`config.mk`:
```
export PLATFORM = sky130hd
export DESIGN_NAME = bus_cycle_arbiter
export DESIGN_NICKNAME = d
export VERILOG_FILES = /design/src/rtl/bus_cycle_arbiter.sv
export SDC_FILE = /design/constraint.sdc
export NUM_CORES = 1
export LEC_CHECK = 0
export ABC_CLOCK_PERIOD_IN_PS = 2200
export CORE_ASPECT_RATIO = 0.8
export CORE_MARGIN = 1.5
export CORE_UTILIZATION = 32
export DETAILED_ROUTE_END_ITERATION = 16
export SLEW_MARGIN = 25
export SYNTH_ARGS = -nofsm -noshare
export SYNTH_HDL_FRONTEND = slang
export SYNTH_SLANG_ARGS = --single-unit
```
`constraint.sdc`:
```
create_clock -name CLK -period 2.2 [get_ports CLK]
set_input_delay 0.22 -clock CLK [delete_from_list [all_inputs] [get_ports CLK]]
set_output_delay 0.22 -clock CLK [all_outputs]
set_load 0.05 [all_outputs]
```
`src/rtl/bus_cycle_arbiter.sv`:
```
// bus_cycle_arbiter
//   Two-requester round-robin arbiter driving a classic T1/T2/T3/TW/T4 bus
//   cycle. The winning request is latched when it leaves IDLE, the bus
//   strobes follow the state machine, and a per-requester DONE pulse
//   closes each cycle. A slave that never asserts READY is cut off after
//   MAX_WAIT wait states and the cycle completes with ERR set.
//
// Ports
//   CLK, RESET            clock (rising edge), synchronous active-high reset
//   REQ, REQ_WR, REQ_IOM  per-requester request level, write select, IO/mem
//   REQ_ADDR0/1           requester addresses
//   REQ_WDATA0/1          requester write data
//   GNT, DONE, ERR        grant pulse, completion pulse, timeout flag
//   RDATA                 read result, valid from DONE until the next DONE
//   ALE, IOM, RD, WR      bus strobes (RD, WR active-low)
//   Address, data_out     bus address, bus write data
//   DEN                   write data enable
//   data_in, READY        bus read data, slave ready (sampled in T3/TW)
module bus_cycle_arbiter #(
  parameter int ADDR_WIDTH = 20,
  parameter int DATA_WIDTH = 8,
  parameter int MAX_WAIT   = 4
) (
  input  logic                  CLK,
  input  logic                  RESET,
  input  logic [1:0]            REQ,
  input  logic [1:0]            REQ_WR,
  input  logic [1:0]            REQ_IOM,
  input  logic [ADDR_WIDTH-1:0] REQ_ADDR0,
  input  logic [ADDR_WIDTH-1:0] REQ_ADDR1,
  input  logic [DATA_WIDTH-1:0] REQ_WDATA0,
  input  logic [DATA_WIDTH-1:0] REQ_WDATA1,
  output logic [1:0]            GNT,
  output logic [1:0]            DONE,
  output logic                  ERR,
  output logic [DATA_WIDTH-1:0] RDATA,
  output logic                  ALE,
  output logic                  IOM,
  output logic                  RD,
  output logic                  WR,
  output logic [ADDR_WIDTH-1:0] Address,
  output logic [DATA_WIDTH-1:0] data_out,
  output logic                  DEN,
  input  logic [DATA_WIDTH-1:0] data_in,
  input  logic                  READY
);

  typedef enum logic [2:0] {S_IDLE, S_T1, S_T2, S_T3, S_TW, S_T4} state_t;

  localparam logic [3:0] WAIT_LIMIT = 4'(MAX_WAIT);

  state_t                  state_q, state_d;
  logic                    last_q;
  logic                    win_q, win_d;
  logic                    wr_q, wr_d;
  logic [3:0]              wcnt_q, wcnt_d;
  logic                    tout_q, tout_d;
  logic [DATA_WIDTH-1:0]   wdata_q;
  logic [DATA_WIDTH-1:0]   rdata_q, rdata_d;
  logic                    pick_d;
  logic                    strobe_d;

  logic [1:0]              gnt_q, done_q;
  logic                    err_q, ale_q, iom_q, rd_q, wrs_q, den_q;
  logic [ADDR_WIDTH-1:0]   addr_q;
  logic [DATA_WIDTH-1:0]   dout_q;

  always_comb begin
    // On contention the requester that did not win last time goes next.
    pick_d  = (REQ == 2'b11) ? ~last_q : REQ[1];
    state_d = state_q;
    wcnt_d  = wcnt_q;
    tout_d  = tout_q;
    win_d   = win_q;
    wr_d    = wr_q;
    rdata_d = rdata_q;
    case (state_q)
      S_IDLE: begin
        if (REQ != 2'b00) begin
          state_d = S_T1;
          tout_d  = 1'b0;
          win_d   = pick_d;
          wr_d    = REQ_WR[pick_d];
        end
      end
      S_T1: state_d = S_T2;
      S_T2: state_d = S_T3;
      S_T3: begin
        if (READY) begin
          state_d = S_T4;
        end else begin
          state_d = S_TW;
          wcnt_d  = 4'd0;
        end
      end
      S_TW: begin
        if (READY) begin
          state_d = S_T4;
        end else begin
          wcnt_d = wcnt_q + 4'd1;
          if (wcnt_q + 4'd1 == WAIT_LIMIT) begin
            state_d = S_T4;
            tout_d  = 1'b1;
          end
        end
      end
      S_T4:    state_d = S_IDLE;
      default: state_d = S_IDLE;
    endcase
    // Read data lands on the edge that leaves T3/TW; a timed-out read
    // returns all ones so the requester never sees stale data.
    if (!wr_q && (state_q == S_T3 || state_q == S_TW)) begin
      if (READY) begin
        rdata_d = data_in;
      end else if (state_d == S_T4) begin
        rdata_d = '1;
      end
    end
    strobe_d = (state_d == S_T2) || (state_d == S_T3) || (state_d == S_TW);
  end

  // Outputs are computed from the next state so they line up with state_q.
  always_ff @(posedge CLK) begin
    if (RESET) begin
      state_q <= S_IDLE;
      last_q  <= 1'b1;
      win_q   <= 1'b0;
      wr_q    <= 1'b0;
      wcnt_q  <= 4'd0;
      tout_q  <= 1'b0;
      wdata_q <= '0;
      rdata_q <= '0;
      gnt_q   <= 2'b00;
      done_q  <= 2'b00;
      err_q   <= 1'b0;
      ale_q   <= 1'b0;
      iom_q   <= 1'b0;
      rd_q    <= 1'b1;
      wrs_q   <= 1'b1;
      den_q   <= 1'b0;
      addr_q  <= '0;
      dout_q  <= '0;
    end else begin
      state_q <= state_d;
      win_q   <= win_d;
      wr_q    <= wr_d;
      wcnt_q  <= wcnt_d;
      tout_q  <= tout_d;
      rdata_q <= rdata_d;
      if (state_q == S_IDLE && REQ != 2'b00) begin
        last_q  <= pick_d;
        iom_q   <= REQ_IOM[pick_d];
        addr_q  <= pick_d ? REQ_ADDR1 : REQ_ADDR0;
        wdata_q <= pick_d ? REQ_WDATA1 : REQ_WDATA0;
      end
      gnt_q  <= (state_d == S_T1) ? (2'b01 << win_d) : 2'b00;
      done_q <= (state_d == S_T4) ? (2'b01 << win_d) : 2'b00;
      err_q  <= (state_d == S_T4) & tout_d;
      ale_q  <= (state_d == S_T1);
      rd_q   <= ~(strobe_d & ~wr_d);
      wrs_q  <= ~(strobe_d & wr_d);
      den_q  <= strobe_d & wr_d;
      if (strobe_d && wr_d) begin
        dout_q <= wdata_q;
      end
    end
  end

  assign GNT      = gnt_q;
  assign DONE     = done_q;
  assign ERR      = err_q;
  assign RDATA    = rdata_q;
  assign ALE      = ale_q;
  assign IOM      = iom_q;
  assign RD       = rd_q;
  assign WR       = wrs_q;
  assign Address  = addr_q;
  assign data_out = dout_q;
  assign DEN      = den_q;

endmodule

```
==> run metrics <==
Hold-fix buffers, CTS 0; final net count 485; Mapped Cells 293; DIE HEIGHT 86.5 um; Avg Synthesized Cell Area 9.52 um2; die area 9290 um2; DR iter-0 viols 44; Syn Std Cell Area 2790 um2; Min-Delay Path Class input port to flip-flop; total design power 3.67 mW; Worst VDD drop 0.384 mV; Final min period 1.87 ns; Post-synth ARST share 0; setup_tns 0 ns; top cell type's share of synthesized area 0.466; placed instance area 4120 um2; clock-pin slew on the worst setup and hold paths 0.07 ns; total gr overflow 0; Final HPWL DP 4970 um; ant diodes 0; RR Startpoint wcnt_q[0]$_SDFFE_PP0P_; Worst Path Max Fanout 8; Critical Path RT 2.45 ns; initial antenna violation count 0; Slew @ Worst Pin 0.529 ns; PortBufs 118; Die Wd 107 um; drt first pass iters 4; io pins 119; Vias per Instance 4.59; CORE AREA 8480 um2; post-synth top area cell dfxtp_1; CP endpoint kind flip-flop; Slew Limit Fails 0; critical path launch point wcnt_q[0]$_SDFFE_PP0P_; CTS HTree Levels 3; layout cells sized above 1 0.0940; Final Util 0.509; met1 usage 0.192; GRT Util Overall 0.153; clock skew 0.0132 ns; vias 2421; CP Launch Type flip-flop; Critical R2R Capture data_out[0]$_SDFFE_PP0P_; largest net degree at the start of global routing 31; Top FF cell, synth dfxtp_1; status finished clean; fmax 536 MHz; CTS tree yes; Clock Root Buffer clkbuf_8; Routed WL per cell 12.6 um; final setup vio count 0; row count 30; top post-synthesis cells by area dfxtp_1 47%, mux2i_1 14%, a211oi_1 7.8%; Layout Area Growth over Synthesis 54.6%; Yosys warnings 0; worst-case reg-to-reg path depth 6; Resized cells post-CTS 0; top-count cell post-synth dfxtp_1; vias in the first global route 2244; met2 Use GR 0.236; WL final 6620 um; busiest grt layer met2; first-pass GRT wire length 11000 um; Final GP Congestion 0.818; synth cell count leaders 65 x dfxtp_1, 41 x nor2_1, 38 x mux2i_1; ANT nets after route 0; final hold vios 0; Cell Pwr Density 851 nW/um2; CTS sink count 65; Worst Path Arrival 2.12 ns; count of cell types in the netlist 40; fillcell total 840; clk buf depth 2; max_slew headroom 0.646; Setup Crit Path Kind flip-flop to flip-flop; RSZ-0062 raised after global routing false; DRC violations left 0; Critical Path End data_out[0]$_SDFFE_PP0P_; latest clock arrival within the worst-skew pair 0.34 ns; TritonCTS Buffers 9; Post-CTS Setup Inserts 0; GRT met3 Usage 0.0684; post-synthesis register bit count 65; EDFF count, synth 0; R2R Setup Slk 0.33 ns; Static Leak 1.64 nW; crit share post-route 0.849; syn nets 367; fin area 4310 um2; max-cap violation count 0; post-synthesis sequential area ratio 0.466; initial core utilization 0.329
-- critical path: stages, from the launching register on --
cell	delay, ns
dfxtp_1	0.34
ha_1	0.22
and4bb_4	0.21
and2_1	0.17
o31a_1	0.33
nor2_4	0.27
mux2i_1	0.23
-- layout by cell type, fill, tap and decap left out, types with 4 or more instances in the layout --
master / netlist / layout
inv_1: 10 / 10
clkbuf_8: 0 / 11
nor2_1: 41 / 41
a21oi_1: 10 / 10
dfxtp_1: 65 / 65
nand2_1: 13 / 13
mux2i_1: 38 / 38
buf_4: 0 / 9
xnor2_1: 4 / 4
a21o_1: 8 / 8
a211oi_1: 29 / 29
nand2b_1: 18 / 18
clkdlybuf4s50_1: 0 / 117
-- per-layer routing --
layer / wire length, um / vias to the layer above
met5: 0 / -
met4: 82 / 0
met3: 531 / 9
met2: 3000 / 74
met1: 3000 / 1089
li1: - / 1249
-- power breakdown --
part / internal [mW] / leakage [nW] / switching, mW
Combinational: 0.513 / 1.00 / 0.744
Sequential: 1.33 / 0.534 / 0.0869
Clock: 0.576 / 0.102 / 0.423
-- flip-flops by register name, indices dropped and copies added (netlist names), 2 cells and up --
register / count
data_out: 8
RDATA: 8
GNT: 2
wdata_q: 8
Address: 20
state_q: 3
DONE: 2
wcnt_q: 4
-- through the flow --
stage | worst slack [ns] | std cells | hold slack (ns)
2_1_floorplan | 0.442 | 293 | 0.410
3_3_place_gp | 0.239 | 512 | 0.443
3_5_place_dp | 0.178 | 512 | 0.452
4_1_cts | 0.306 | 527 | 0.296
5_1_grt | 0.240 | 527 | 0.330
6_report | 0.333 | 527 | 0.298
-- worst min-delay path by stage --
stage                           from  slack, ns  cells after the start                    end
4_1_cts                        RESET       0.30                      2  state_q[1]$_SDFF_PP0_
6_report                       RESET       0.30                      2  state_q[1]$_SDFF_PP0_
3_5_place_dp   RDATA[5]$_SDFFE_PP0P_       0.45                      2  RDATA[5]$_SDFFE_PP0P_
3_3_place_gp   RDATA[7]$_SDFFE_PP0P_       0.44                      2  RDATA[7]$_SDFFE_PP0P_
2_1_floorplan                 REQ[0]       0.41                      2    last_q$_SDFFE_PP1P_
5_1_grt                        RESET       0.33                      2  state_q[1]$_SDFF_PP0_
-- cell families (layout without fill, tap and decap cells) --
kind of cell	after synthesis	in the layout	synth area share
simple gates	92	92	0.168
flops	65	65	0.466
compound gates	59	59	0.153
mux	39	39	0.140
fa+ha+maj	1	1	0.00448
xor+xnor	5	5	0.0157
buf+inv	32	154	0.0520
-- final cells by class --
| type | count | area, um2 | share of cell area |
|---|---|---|---|
| clock buffer | 12 | 155 | 0.0360 |
| clock inverter | 3 | 40.0 | 0.00928 |
| inverter | 10 | 37.5 | 0.00870 |
| multi-input combinational | 196 | 1360 | 0.314 |
| sequential | 65 | 1300 | 0.302 |
| tap | 112 | 140 | 0.0325 |
| timing repair buffer | 129 | 1280 | 0.298 |
No activity file was read; power rests on OpenSTA's default activity.
